<file path="config.mk">
export PLATFORM = sky130hd
export DESIGN_NAME = digit_entry_counter
export DESIGN_NICKNAME = d
export VERILOG_FILES = /design/src/rtl/digit_entry_counter_pkg.sv /design/src/rtl/digit_entry_counter_btn_edge_sync.sv /design/src/rtl/digit_entry_counter.sv
export SDC_FILE = /design/constraint.sdc
export NUM_CORES = 1
export LEC_CHECK = 0
export ABC_AREA = 1
export BUFFER_PORTS_ARGS = -buffer_cell sky130_fd_sc_hd__buf_2
export CAP_MARGIN = 0
export CORE_ASPECT_RATIO = 2
export CORE_MARGIN = 5
export CORE_UTILIZATION = 25
export CTS_CLUSTER_SIZE = 10
export DETAILED_ROUTE_END_ITERATION = 6
export GPL_ROUTABILITY_DRIVEN = 0
export GPL_TIMING_DRIVEN = 0
export SLEW_MARGIN = 20
export SYNTH_ARGS = -nofsm -noshare
export SYNTH_HDL_FRONTEND = slang
export SYNTH_HIERARCHICAL = 1
export SYNTH_SLANG_ARGS = --single-unit
</file>
<file path="constraint.sdc">
create_clock -name clk -period 4.23 [get_ports clk]
set_clock_uncertainty 0.2 [all_clocks]
set_input_delay 0.846 -clock clk [delete_from_list [all_inputs] [get_ports clk]]
set_output_delay 0.846 -clock clk [all_outputs]
set_load 0.02 [all_outputs]
</file>
<file path="src/rtl/digit_entry_counter_pkg.sv">
// Shared limits and per-cycle digit event encoding for the multi-digit code-entry counter.
package digit_entry_pkg;

    localparam int MAX_DIGITS = 8;
    localparam int MAX_BASE   = 16;

    typedef enum logic [1:0] {
        EV_NONE = 2'd0,
        EV_INC  = 2'd1,
        EV_DEC  = 2'd2,
        EV_CLR  = 2'd3
    } ev_t;

endpackage

</file>
<file path="src/rtl/digit_entry_counter_btn_edge_sync.sv">
// Two-flop synchroniser for an asynchronous button level followed by a rising-edge pulse.
module btn_edge_sync (
    input  logic clk,
    input  logic rst,
    input  logic btn_in,
    output logic pulse_out
);

    logic r_sync1;
    logic r_sync2;
    logic r_prev;

    always_ff @(posedge clk or posedge rst) begin
        if (rst) begin
            r_sync1 <= 1'b0;
            r_sync2 <= 1'b0;
            r_prev  <= 1'b0;
        end else begin
            r_sync1 <= btn_in;
            r_sync2 <= r_sync1;
            r_prev  <= r_sync2;
        end
    end

    assign pulse_out = r_sync2 & ~r_prev;

endmodule

</file>
<file path="src/rtl/digit_entry_counter.sv">
// NUM_DIGITS modulo-BASE code-entry digits with a cursor, driven by synchronised button edges.
// Optional decrement button and logic are built only when DIGIT_DEC_EN is defined.
module digit_entry_counter
    import digit_entry_pkg::*;
#(
    parameter int NUM_DIGITS = 4,
    parameter int BASE       = 10,
    localparam int DW = $clog2(BASE),
    localparam int SW = (NUM_DIGITS > 1) ? $clog2(NUM_DIGITS) : 1
) (
    input  logic                     clk,
    input  logic                     rst,
    input  logic                     btn_inc,
    input  logic                     btn_next,
    input  logic                     btn_clr,
`ifdef DIGIT_DEC_EN
    input  logic                     btn_dec,
`endif
    output logic [NUM_DIGITS*DW-1:0] digits,
    output logic [SW-1:0]            sel,
    output logic                     wrap_pulse,
    output logic                     entry_done
);

    localparam logic [DW-1:0] LAST_DIGIT = DW'(BASE - 1);
    localparam logic [SW-1:0] LAST_SEL   = SW'(NUM_DIGITS - 1);

    if (NUM_DIGITS < 1 || NUM_DIGITS > MAX_DIGITS) begin : g_bad_num_digits
        $error("digit_entry_counter: NUM_DIGITS out of range 1..8");
    end
    if (BASE < 2 || BASE > MAX_BASE) begin : g_bad_base
        $error("digit_entry_counter: BASE out of range 2..16");
    end

    logic          w_inc;
    logic          w_next;
    logic          w_clr;
    ev_t           w_ev;
    logic [DW-1:0] r_digits [NUM_DIGITS];
    logic [SW-1:0] r_sel;
    logic          r_wrap;
    logic          r_done;

    btn_edge_sync u_sync_inc  (.clk(clk), .rst(rst), .btn_in(btn_inc),  .pulse_out(w_inc));
    btn_edge_sync u_sync_next (.clk(clk), .rst(rst), .btn_in(btn_next), .pulse_out(w_next));
    btn_edge_sync u_sync_clr  (.clk(clk), .rst(rst), .btn_in(btn_clr),  .pulse_out(w_clr));

`ifdef DIGIT_DEC_EN
    logic w_dec;

    btn_edge_sync u_sync_dec  (.clk(clk), .rst(rst), .btn_in(btn_dec),  .pulse_out(w_dec));

    // Simultaneous inc and dec cancel; clear dominates everything.
    always_comb begin
        w_ev = EV_NONE;
        if (w_clr)              w_ev = EV_CLR;
        else if (w_inc && !w_dec) w_ev = EV_INC;
        else if (w_dec && !w_inc) w_ev = EV_DEC;
    end
`else
    always_comb begin
        w_ev = EV_NONE;
        if (w_clr)      w_ev = EV_CLR;
        else if (w_inc) w_ev = EV_INC;
    end
`endif

    always_ff @(posedge clk or posedge rst) begin
        if (rst) begin
            r_digits <= '{default: '0};
            r_sel    <= '0;
            r_wrap   <= 1'b0;
            r_done   <= 1'b0;
        end else begin
            r_wrap <= 1'b0;
            r_done <= 1'b0;
            case (w_ev)
                EV_CLR: begin
                    r_digits <= '{default: '0};
                    r_sel    <= '0;
                end
                EV_INC: begin
                    if (r_digits[r_sel] == LAST_DIGIT) begin
                        r_digits[r_sel] <= '0;
                        r_wrap          <= 1'b1;
                    end else begin
                        r_digits[r_sel] <= r_digits[r_sel] + DW'(1);
                    end
                end
`ifdef DIGIT_DEC_EN
                EV_DEC: begin
                    if (r_digits[r_sel] == '0) begin
                        r_digits[r_sel] <= LAST_DIGIT;
                        r_wrap          <= 1'b1;
                    end else begin
                        r_digits[r_sel] <= r_digits[r_sel] - DW'(1);
                    end
                end
`endif
                default: ;
            endcase
            // Cursor moves on the same edge; the digit update above used the old cursor.
            if (w_next && w_ev != EV_CLR) begin
                if (r_sel == LAST_SEL) begin
                    r_sel  <= '0;
                    r_done <= 1'b1;
                end else begin
                    r_sel <= r_sel + SW'(1);
                end
            end
        end
    end

    always_comb begin
        digits = '0;
        for (int unsigned i = 0; i < NUM_DIGITS; i++) begin
            digits[i*DW +: DW] = r_digits[i];
        end
    end

    assign sel        = r_sel;
    assign wrap_pulse = r_wrap;
    assign entry_done = r_done;

endmodule

</file>
[After elaboration in Yosys (flattened, before gate mapping)]
Cells that the tools add are included.
Cells by class
  eq/ne operators: 5
  mux-type cells: 17
  reduce and logical (&&, ||, !) cells: 4
  $add $sub $neg: 2
  $lt $le $gt $ge: 2
  bitwise gates (word level): 9
Operators with widths (number)
  case mux 16 bit (2 select lines): 1
  AND 16 bit: 1
  bitwise mux 16 bit: 1
  2-to-1 mux 16 bit: 1
  NOT 16 bit: 1
  2-to-1 mux 4 bit: 3
  binary-select mux 4 bit (select 2 bit): 1
  demux 4 bit (select 2 bit): 1
  2-to-1 mux 2 bit: 4
  2-to-1 mux 1 bit: 5
  adder 4 x 1 -> 4 bit, second input constant: 1
  == test 2 bit, second input constant: 2
  == test 4 bit, second input constant: 1
  nonzero test 2 bit: 2
  AND 1 bit: 3
  >= comparator 3 bit, second input constant: 1
  less-than comparator 3 x 1 -> 1 bit, second input constant: 1
  NOT 1 bit: 3
  NOT 2 -> 3 bit: 1
  adder 2 x 1 -> 2 bit, second input constant: 1
  == test 2 x 1 -> 1 bit, second input constant: 1
  logical AND 1 bit: 2
  inequality test 2 bit, second input constant: 1
Storage, ports and cells
  register bits: 29
  bits of input ports: 5
  output and inout bits: 20

[Logic depth before layout (Yosys ltp)]
Gate-level depths: netlist of the first run.
  depth after elaboration: 9
  depth in mapped cells: 14
  mapped depth without buffers: 11

[Cells and area by module]
Netlist of the first run, hierarchy kept.
By module, submodules not included
  digit_entry_counter: area an instance 1303.8 µm², instances 1, cells an instance 183
  btn_edge_sync: area an instance 88.8 µm², instances 3, cells an instance 6

[Worst setup path before layout of the first run]
Ideal clock, no wire load.
  path type: register to register
  start: register r_sel[0], in the netlist sel[0]
  end: register r_digits, in the netlist digits[15]
  clock period less this slack: 2.059 ns
  data arrival time: 1.743 ns
  data required time: 3.914 ns
  path slack: 2.171 ns
  stages on the path, launching flop included: 14
  path buffers: 3
  cell sequence: dfrtp_1 -> buf_6 -> inv_4 -> buf_6 -> nand2_1 -> nand3_1 -> nand2_1 -> ha_1 -> nand3_4 -> buf_6 -> o21ai_1 -> nor2_1 -> nand2_1 -> nand2_1
Between the ends
  longest elaborated chain between the ends: 9
  elaborated cells on any way between the ends: 16
  classes of those cells: add/sub: 1; order compare: 2; eq/ne: 1; mux: 8; bitwise: 3; reduce/logical: 1
Ends and longest elaborated chain
  from (decl): line digit_entry_counter.sv:40  | logic [SW-1:0] r_sel;
  from (signal assigned): line digit_entry_counter.sv:108  | r_sel <= r_sel + SW'(1);
  NOT 2 -> 3 bit (implied by the code) (*): line digit_entry_counter.sv:83, digit_entry_counter.sv:84, digit_entry_counter.sv:87
  branches (longest 6 deep; another with adder 4 x 1 -> 4 bit)
  2-to-1 mux 16 bit (*): line digit_entry_counter.sv:83  | if (r_digits[r_sel] == LAST_DIGIT) begin
  case mux 16 bit (2 select lines) (*): line digit_entry_counter.sv:77  | case (w_ev)
  to (signal, indexed assignment): line digit_entry_counter.sv:87  | r_digits[r_sel] <= r_digits[r_sel] + DW'(1);
  to (decl): line digit_entry_counter.sv:39  | logic [DW-1:0] r_digits [NUM_DIGITS];
Every way passes the cells marked *. The select of a mux whose other input is x is not followed.
A chain may end at the register's enable or synchronous reset.

[Final worst setup path of the first run]
  start: register r_sel[1], in the netlist sel[1]
  end: register r_digits, in the netlist digits[2]
Same word-level chain as after synthesis.

==> results of run 1 <==
## power by group through the flow
stage	Clock, mW	Sequential [mW]	Combinational [mW]
6_report	0.368	0.307	0.162
5_1_grt	0.388	0.309	0.181
4_1_cts	0.373	0.307	0.163
3_5_place_dp	0	0.312	0.161
3_3_place_gp	0	0.311	0.159
2_1_floorplan	0	0.322	0.105
## worst max-delay path by stage
stage | startpoint | endpoint | slack, ns | cells past startpoint
floorplan | sel[0]$_DFFE_PP0P_ | digits[15]$_DFFE_PP0P_ | 2.17 | 13
detailed placement | sel[1]$_DFFE_PP0P_ | digits[15]$_DFFE_PP0P_ | 2.05 | 11
finish | sel[1]$_DFFE_PP0P_ | digits[2]$_DFFE_PP0P_ | 2.00 | 8
global placement | sel[1]$_DFFE_PP0P_ | digits[15]$_DFFE_PP0P_ | 2.08 | 11
CTS | sel[1]$_DFFE_PP0P_ | digits[8]$_DFFE_PP0P_ | 2.02 | 9
global route | sel[1]$_DFFE_PP0P_ | digits[9]$_DFFE_PP0P_ | 1.84 | 9
## critical path, cell delays in order, from the launching register on
cell and delay, ns:
dfrtp_1 0.55, inv_1 0.25, nand3_1 0.14, nand2_1 0.14, ha_1 0.25, xor2_1 0.16
nor2_1 0.22, nand3_1 0.13, o21ai_0 0.10
## metal layers
layer	track usage, %	wire [um]	vias up	share of wire [%]
met5	0	0	-	0
met4	4.45	70	0	1.8
met3	2.68	190	7	5.0
met2	16.7	1840	39	48
met1	13.5	1710	671	45
li1	-	-	686	-
## metrics by stage
stage / power [mW] / hold slack [ns]
detailed placement: 0.472 / 0.141
CTS: 0.844 / 0.153
global placement: 0.470 / 0.133
floorplan: 0.427 / 0.131
global route: 0.878 / 0.160
finish: 0.837 / 0.147
## cell type report
class	instances	share of cell area, %
plain buffers	3	1.73
clock buffers	7	7.81
clock inverters	1	0.256
inverters	36	7.04
multi-input cells	133	34.4
flip-flops and latches	29	37.1
well taps	86	5.50
repair buffers	24	6.14
## kinds of logic (layout without fill, tap and decap cells)
kind of cell	Yosys count	in the layout
AOI/OAI and AO/OA	22	22
buffers and inverters	39	71
DFF	29	29
xor gates and xnor gates	1	1
adders and majority gates	6	6
and+or+nand+nor	104	104
## placed cells by master (no fill, tap or decap), types with 2 or more instances in the layout
| master | netlist | routed |
|---|---|---|
| nor2_1 | 16 | 16 |
| nand3_2 | 3 | 3 |
| o21ai_0 | 17 | 17 |
| dfrtp_1 | 29 | 29 |
| nor2_2 | 3 | 3 |
| nand2_1 | 52 | 52 |
| buf_2 | 0 | 24 |
| clkbuf_16 | 0 | 5 |
| o21ai_1 | 4 | 4 |
| buf_6 | 3 | 3 |
| clkbuf_8 | 0 | 2 |
| ha_1 | 6 | 6 |
| nand2_2 | 3 | 3 |
| nand3_1 | 23 | 23 |
| inv_1 | 34 | 34 |
==> out/metrics.cfg, run 1 <==
[yosys]
ys_seq_elements=29
synth-compound-area-share_pct=7.09
muxShareOfSynthArea_pct=0
synthCells=201
synth.top_cell.area_share_pct=46.2
syn_area_per_cell_um2=7.81
synth_nets=212
synth-simple-area-share_pct=30.4
yosys.area_share.adder_pct=4.78
yosys_warnings=6
synth.distinct_cells=20
synth_top_family_by_area=simple AND/OR/NAND/NOR gates
synth_xor_area_share_pct=0.558
ys.flop_type=dfrtp_1
synthTopCellsByArea=dfrtp_1 (46%), nand2_1 (12%), inv_1 (8.1%)
syn_area_mm2=0.00157
ys_async_sr_fraction_pct=100
synth-edff-count=0
seq_area_frac_synth_pct=46.2
yosysTopAreaCell=dfrtp_1
ys_top_cells_by_count=nand2_1 (52), inv_1 (34), dfrtp_1 (29)
synth_most_common_cell=nand2_1

[route]
wl_per_cell_um=11.9
drtIter0Drc=76
drc=0
antenna_left=0
finalWirelength_um=3800
first_pass_iters=4
via_per_inst=4.40
vias=1403

[setup_path]
crit_arrival_ns=2.22
start_kind=flip-flop
rr_startpoint=sel[1]$_DFFE_PP0P_
end_kind=flip-flop
critPathKind=flip-flop to flip-flop
cp_max_fo=9
r2r_end=digits[2]$_DFFE_PP0P_
ff2ff_setup_slack_ns=2.00
rr_worst_depth=8
cp.required_ns=4.22

[pwr]
power.net_switching_mw=0.245
p_per_area_mw_per_mm2=428
cellInternalPower_mw=0.592
power_frac_comb_pct=19.4
p_sw_share_pct=29.3
p_seq_share_pct=36.7
vdd.ir_drop.worst_mv=0.254
leakagePower_nw=1.04
pwr-share-clk_pct=43.9

[placed_design]
place_area_mm2=0.00180
dp_hpwl_um=2830
dp.cells=311
place_ws_ns=2.05
numPortBuffers=24

[timing]
setup_ws_ns=2.00
hold_viol=0
rsz0062_at_grt=no
relSlewSlack_pct=48.0
finalSetupViolations=0
worst_slew_pin_slew_ns=0.780
min_period_ns=2.23
slew_viol_final=0
fmax_mhz=448
finalSetupTns_ns=0
post-route-period-util_pct=52.8

[floorplan]
coreArea_mm2=0.00621
die_h_um=122
start_util_pct=25.3
die_area_mm2=0.00806
boundaryPins=25
row_count=41
dieWidth_um=66.0

[clock_tree]
numCtsBuffers=5
clk_path_buf_depth=2
h-tree-depth=2
cts_tree=done
cts_sinks=29
holdBufCountCts=0
cts.clk_slew.worst_paths_ns=0.05
cts_setup_buffers=0
cts_resized=0
root_buffer=clkbuf_16
clk_latency_ns=0.27

[grt]
grt_max_degree=21
grt_pass1_wl_um=6530
track_usage_pct=10.5
overflow=0
antenna_found_initial=0
first_global_vias=1394

[finish]
postLayoutCellArea_mm2=0.00196
diodes=0
regArea_um2=726
synthToLayoutAreaGrowth_pct=24.5
largest_reg_flops=16
fin_util_pct=31.5
fillers=672
drive_gt1_share_pct=21.0
final_cells=319
finalNetCount=243
multi_input_area_um2=673

[flow_run]
maxCapViolCount=0

[worst_hold_path]
holdPathStages=0
min_to=u_sync_clr/r_sync2$_DFF_PP0_
holdCritStartpoint=u_sync_clr/r_sync1$_DFF_PP0_
hp-class=flip-flop to flip-flop

[run_status]
status=finished clean

No activity file was read; power rests on OpenSTA's default activity.
==> inputs of run 2 (changes only) <==
ABC_AREA = 0   (was 1)
clock period = 1.8 ns   (was 4.23 ns; I/O delays follow)
==> run 2 against run 1 <==
Net effect:
- the run now ends with setup timing left
- first-iteration DRC count is 76% lower
- critical path depth is 1 lower
- core utilization is 4.1 points higher
- clock power is 47% higher
- sequential share of layout area is 2.3 points higher
- synthesized cell count is 42% lower
- count of clock-buffer cells in the layout is 2 lower
- routed wire length is 14% lower
- non-clock buffer count is 17 higher
- synthesized area is 14% lower
- register-to-register slack worse by 2.4 ns
- critical path type unchanged
==> out/metrics.cfg, run 2 <==
[setup_path]
critPathKind=flip-flop to flip-flop
ff2ff_setup_slack_ns=-0.38  ; -2.38 ns
start_kind=flip-flop
crit_arrival_ns=2.16  ; -0.06 ns
end_kind=flip-flop
cp.required_ns=1.78  ; -2.44 ns
cp_max_fo=4  ; -5

[yosys]
synth-edff-count=0  ; unchanged
synthCells=116  ; -42%
ys_seq_elements=29  ; unchanged
syn_area_per_cell_um2=11.6  ; +48%
syn_area_mm2=0.00135  ; -14%
seq_area_frac_synth_pct=54.0  ; +7.7 points
synth.distinct_cells=21  ; +5.0%
synth_nets=127  ; -40%
ys_async_sr_fraction_pct=100  ; unchanged
synth_most_common_cell=dfrtp_1
synth.top_cell.area_share_pct=54.0  ; +7.7 points
ys_top_cells_by_count=dfrtp_1 (29), nor2_1 (20), a21oi_1 (8), a22oi_1 (8), nand2_1 (8)
ys.flop_type=dfrtp_1
yosysTopAreaCell=dfrtp_1
synthTopCellsByArea=dfrtp_1 (54%), mux4_2 (6.7%), ha_1 (5.6%)
yosys_warnings=6  ; unchanged

[timing]
rsz0062_at_grt=yes
relSlewSlack_pct=47.4  ; -0.61 points
fmax_mhz=459  ; +2.4%
worst_slew_pin_slew_ns=0.789  ; +0.00915 ns
setup_ws_ns=-0.380  ; -2.38 ns
hold_viol=0  ; unchanged
slew_viol_final=0  ; unchanged
min_period_ns=2.18  ; -0.0526 ns
finalSetupViolations=17  ; +17
post-route-period-util_pct=121  ; +68 points

[clock_tree]
cts_tree=done
numCtsBuffers=5  ; unchanged
clk_latency_ns=0.28  ; about the same
clk_path_buf_depth=2  ; unchanged
cts.clk_slew.worst_paths_ns=0.07  ; +0.02 ns
root_buffer=clkbuf_8
cts_sinks=29  ; unchanged
h-tree-depth=2  ; unchanged

[finish]
final_cells=220  ; -31%
largest_reg_flops=16  ; unchanged
layout_commonest_cell=dfrtp_1
fin_util_pct=35.6  ; +4.1 points
finalNetCount=172  ; -29%
mostFrequentLayoutCells=dfrtp_1 (27), buf_2 (24), nor2_1 (20)
fillers=531  ; -21%
diodes=0  ; unchanged
synthToLayoutAreaGrowth_pct=37.4
drive_gt1_share_pct=44.4  ; +23 points

[pwr]
power.total_mw=2.11  ; +150%
leakagePower_nw=0.856  ; -18%
p_per_area_mw_per_mm2=1140  ; +170%
vdd.ir_drop.worst_mv=0.532  ; +110%

[floorplan]
start_util_pct=25.9  ; +0.64 points
row_count=37  ; -9.8%
die_h_um=114  ; -6.8%
die_area_mm2=0.00704  ; -13%
boundaryPins=25  ; unchanged
coreArea_mm2=0.00518  ; -16%
dieWidth_um=61.9  ; -6.3%

[route]
wl_per_cell_um=14.8  ; +24%
via_per_inst=4.84  ; +10%
drc=0  ; unchanged
antenna_left=0  ; unchanged
drtIter0Drc=18  ; -76%
finalWirelength_um=3260  ; -14%
vias=1065  ; -24%
first_pass_iters=4  ; unchanged

[grt]
gr-usage-met2_pct=17.8  ; +1.1 points
antenna_found_initial=0  ; unchanged
met1_usage_pct=12.1  ; -1.4 points
track_usage_pct=10.5  ; -0.082 points
grt_pass1_wl_um=5520  ; -16%
overflow=0  ; unchanged
grt_max_degree=21  ; unchanged
first_global_vias=1167  ; -16%
top_usage_layer=met2
grt_use_met3_pct=2.60  ; -0.071 points

[flow_run]
maxCapViolCount=0  ; unchanged

[run_status]
status=finished, violations left
violations=setup timing

[placed_design]
numPortBuffers=24  ; unchanged
dp_hpwl_um=2280  ; -19%
dp.cells=198  ; -36%

[worst_hold_path]
hp-class=flip-flop to flip-flop

==> run 2: kinds of logic after synthesis <==
group                      after synthesis  share of synthesized area (%)
muxes                                    6                           8.19
xor gates and xnor gates                 1                          0.651
and+or+nand+nor                         37                           14.4
DFF                                     29                           54.0
AOI/OAI and AO/OA                       24                           12.9
adders and majority gates                6                           5.58
buffers and inverters                   13                           4.28
==> run 2: final timing paths <==
check,startpoint,endpoint,cells after the start
setup / recovery,sel[0]$_DFFE_PP0P_,digits[11]$_DFFE_PP0P_,7
hold / removal,u_sync_next/r_sync1$_DFF_PP0_,u_sync_next/r_sync2$_DFF_PP0_,0
setup reg to reg,sel[0]$_DFFE_PP0P_,digits[11]$_DFFE_PP0P_,7
hold reg to reg,u_sync_next/r_sync1$_DFF_PP0_,u_sync_next/r_sync2$_DFF_PP0_,0
max in group asynchronous,rst,sel[1]$_DFFE_PP0P_,3
min in group asynchronous,rst,u_sync_next/r_prev$_DFF_PP0_,3
==> run 2: through the flow <==
step           area (um2)  hold slack [ns]  setup slack, ns  TNS (ns)
2_1_floorplan        1360          -0.0864           -0.356     -5.52
3_3_place_gp         1560           0.0581           -0.460     -6.90
3_5_place_dp         1560           0.0641           -0.477     -7.13
4_1_cts              1820            0.154           -0.398     -5.96
5_1_grt              1850            0.164           -0.481     -7.50
6_report             1850            0.151           -0.380     -5.79
==> run 2: power breakdown <==
group	switching (mW)	internal [mW]
Combinational	0.409	0.349
Sequential	0.0761	0.732
Clock	0.270	0.271
Total	0.756	1.35
==> run 2: layout make-up <==
cell class	count	area (um2)	area share, %
clock buffer	5	68.8	3.72
clock inverter	3	22.5	1.22
sequential	29	728	39.4
multi-input combinational	74	653	35.3
inverter	7	26.3	1.42
tap	58	72.6	3.93
timing repair buffer	38	239	12.9
buffer	6	37.5	2.03
==> run 2: metal layers <==
layer	wire [um]	vias to the layer above
met5	0	-
met4	53	0
met3	176	5
met2	1820	25
met1	1210	536
li1	-	499
==> run 2: worst max-delay path, cell delays in order (launching register included) <==
cell	delay [ns]
dfrtp_2	0.41
buf_6	0.13
buf_4	0.13
mux4_2	0.48
and4b_1	0.31
a211oi_2	0.04
buf_4	0.16
a311oi_2	0.23
==> run 2: timing repair <==
action / in CTS / in global routing
gates resized for setup: 14 / 4
buffers inserted: 8 / 1
gates cloned: 1 / 0
hold buffers: 4 / 0
pin swaps: 15 / 2
hold endpoints to repair: 12 / 0
endpoints found under the setup margin: 17 / 17
==> inputs of run 3 (changes only) <==
ABC_AREA = 1   (was 0)
==> run 3 against run 2 <==
Net effect:
- the run still ends with setup timing left
- sequential power is 11% lower
- first-iteration DRC count is 140% higher
- register-to-register slack better by 0.16 ns
- routed wire length is 34% higher
- maximum frequency is 7.9% higher
- combinational power is 12% lower
- largest cell class is now multi-input gates
==> out/metrics.cfg, run 3 (synthesis results as in run 1) <==
[grt]
met1_usage_pct=14.8  ; +2.8 points
grt_max_degree=21  ; unchanged
first_global_vias=1545  ; +32%
track_usage_pct=11.6  ; +1.2 points
top_usage_layer=met2
gr-usage-met2_pct=19.1  ; +1.3 points
grt_pass1_wl_um=7200  ; +30%
antenna_found_initial=0  ; unchanged
grt_use_met3_pct=2.21  ; -0.39 points
overflow=0  ; unchanged

[floorplan]
coreArea_mm2=0.00621  ; +20%
start_util_pct=25.3  ; -0.64 points
dieWidth_um=66.0  ; +6.7%
row_count=41  ; +11%
die_area_mm2=0.00806  ; +15%
boundaryPins=25  ; unchanged
die_h_um=122  ; +7.3%

[finish]
largest_reg_flops=16  ; unchanged
mostFrequentLayoutCells=nand2_1 (42), inv_1 (33), dfrtp_1 (27)
fillers=620  ; +17%
regArea_um2=728  ; unchanged
synthToLayoutAreaGrowth_pct=50.7
diodes=0  ; unchanged
final_cells=343  ; +56%
layout_commonest_cell=nand2_1
finalNetCount=267  ; +55%
postLayoutCellArea_mm2=0.00237  ; +28%
multi_input_area_um2=846  ; +30%
drive_gt1_share_pct=40.5  ; -4.0 points

[timing]
finalSetupViolations=17  ; unchanged
worst_slew_pin_slew_ns=0.772  ; -0.0170 ns
min_period_ns=2.02  ; -0.159 ns
setup_ws_ns=-0.221  ; +0.159 ns
slew_viol_final=0  ; unchanged
finalSetupTns_ns=-2.76  ; +3.03 ns
fmax_mhz=495  ; +7.9%
hold_viol=0  ; unchanged
post-route-period-util_pct=112  ; -8.8 points
rsz0062_at_grt=yes
relSlewSlack_pct=48.5  ; +1.1 points

[pwr]
leakagePower_nw=1.19  ; +39%
p_per_area_mw_per_mm2=921  ; -19%
vdd.ir_drop.worst_mv=0.522  ; -1.9%

[clock_tree]
numCtsBuffers=5  ; unchanged
root_buffer=clkbuf_16
cts_sinks=29  ; unchanged
cts.clk_slew.worst_paths_ns=0.05  ; -0.02 ns
h-tree-depth=2  ; unchanged
clk_latency_ns=0.27  ; about the same
clk_path_buf_depth=2  ; unchanged
cts_tree=done

[flow_run]
maxCapViolCount=0  ; unchanged

[route]
first_pass_iters=4  ; unchanged
antenna_left=0  ; unchanged
wl_per_cell_um=12.7  ; -14%
via_per_inst=4.35  ; -10%
vias=1493  ; +40%
finalWirelength_um=4360  ; +34%
drc=0  ; unchanged
drtIter0Drc=44  ; +26

[setup_path]
crit_arrival_ns=2.01  ; -0.15 ns
end_kind=flip-flop
start_kind=flip-flop
critPathKind=flip-flop to flip-flop
cp.required_ns=1.79  ; about the same
cp_max_fo=4  ; unchanged

[worst_hold_path]
hp-class=flip-flop to flip-flop

[run_status]
violations=setup timing
status=finished, violations left

[placed_design]
dp.cells=311  ; +57%
numPortBuffers=24  ; unchanged
place_area_mm2=0.00182  ; +17%
dp_hpwl_um=2800  ; +23%

run 3: metal layers:
layer	share of wire (%)	routed length (um)	up-vias
met1	42	1850	706
met2	50	2180	43
li1	-	-	733
met3	4.7	207	11
met4	2.7	117	0
met5	0	0	-
run 3: layout make-up:
type / instances / share of cell area, %
Buffer: 3 / 1.59
Clock buffer: 5 / 5.29
Clock inverter: 3 / 0.740
Inverter: 36 / 6.19
Multi-Input combinational cell: 133 / 35.7
Sequential cell: 29 / 30.8
Tap cell: 86 / 4.55
Timing Repair Buffer: 47 / 14.8
Timing Repair inverter: 1 / 0.317
run 3: metrics by stage:
| stage | hold slack, ns | util, % | setup slack, ns | power, mW |
|---|---|---|---|---|
| global route | 0.164 | 38.1 | -0.322 | 2.29 |
| CTS | 0.154 | 36.5 | -0.154 | 2.12 |
| floorplan | -0.0864 | - | -0.118 | 1.03 |
| global placement | 0.0526 | 29.3 | -0.332 | 1.13 |
| finish | 0.151 | 38.1 | -0.221 | 2.18 |
| detailed placement | 0.0597 | 29.3 | -0.367 | 1.14 |
run 3: critical path, stage by stage, from the launching register on:
cell	delay (ns)
dfrtp_2	0.40
buf_6	0.14
inv_6	0.06
buf_12	0.10
buf_16	0.11
buf_8	0.10
nand2_4	0.05
nand3_4	0.07
nand2_4	0.08
buf_4	0.14
xor2_2	0.15
nor2_4	0.15
nand3_1	0.09
o21ai_1	0.10
run 3: report_power, final:
group	internal [mW]	total, mW	switching (mW)
Combinational	0.287	0.670	0.383
Sequential	0.690	0.716	0.0258
Clock	0.505	0.793	0.288
run 3: timing repair:
| action | in CTS | in global routing |
|---|---|---|
| hold endpoints to repair | 12 | 0 |
| setup endpoints to repair | 17 | 17 |
| hold buffers | 4 | 0 |
| pin swaps | 13 | 8 |
| setup buffers | 14 | 3 |
| cloned | 3 | 0 |
| resized for setup | 40 | 17 |
run 3: path summary, 6_finish.rpt:
check	slack, ns	cells after the start	from	end
max	-0.22	13	sel[0]$_DFFE_PP0P_	digits[2]$_DFFE_PP0P_
min	0.15	0	u_sync_next/r_sync1$_DFF_PP0_	u_sync_next/r_sync2$_DFF_PP0_
max reg2reg	-0.22	13	sel[0]$_DFFE_PP0P_	digits[2]$_DFFE_PP0P_
min reg2reg	0.15	0	u_sync_next/r_sync1$_DFF_PP0_	u_sync_next/r_sync2$_DFF_PP0_
max in group asynchronous	0.28	3	rst	sel[1]$_DFFE_PP0P_
min in group asynchronous	0.31	3	rst	u_sync_next/r_prev$_DFF_PP0_
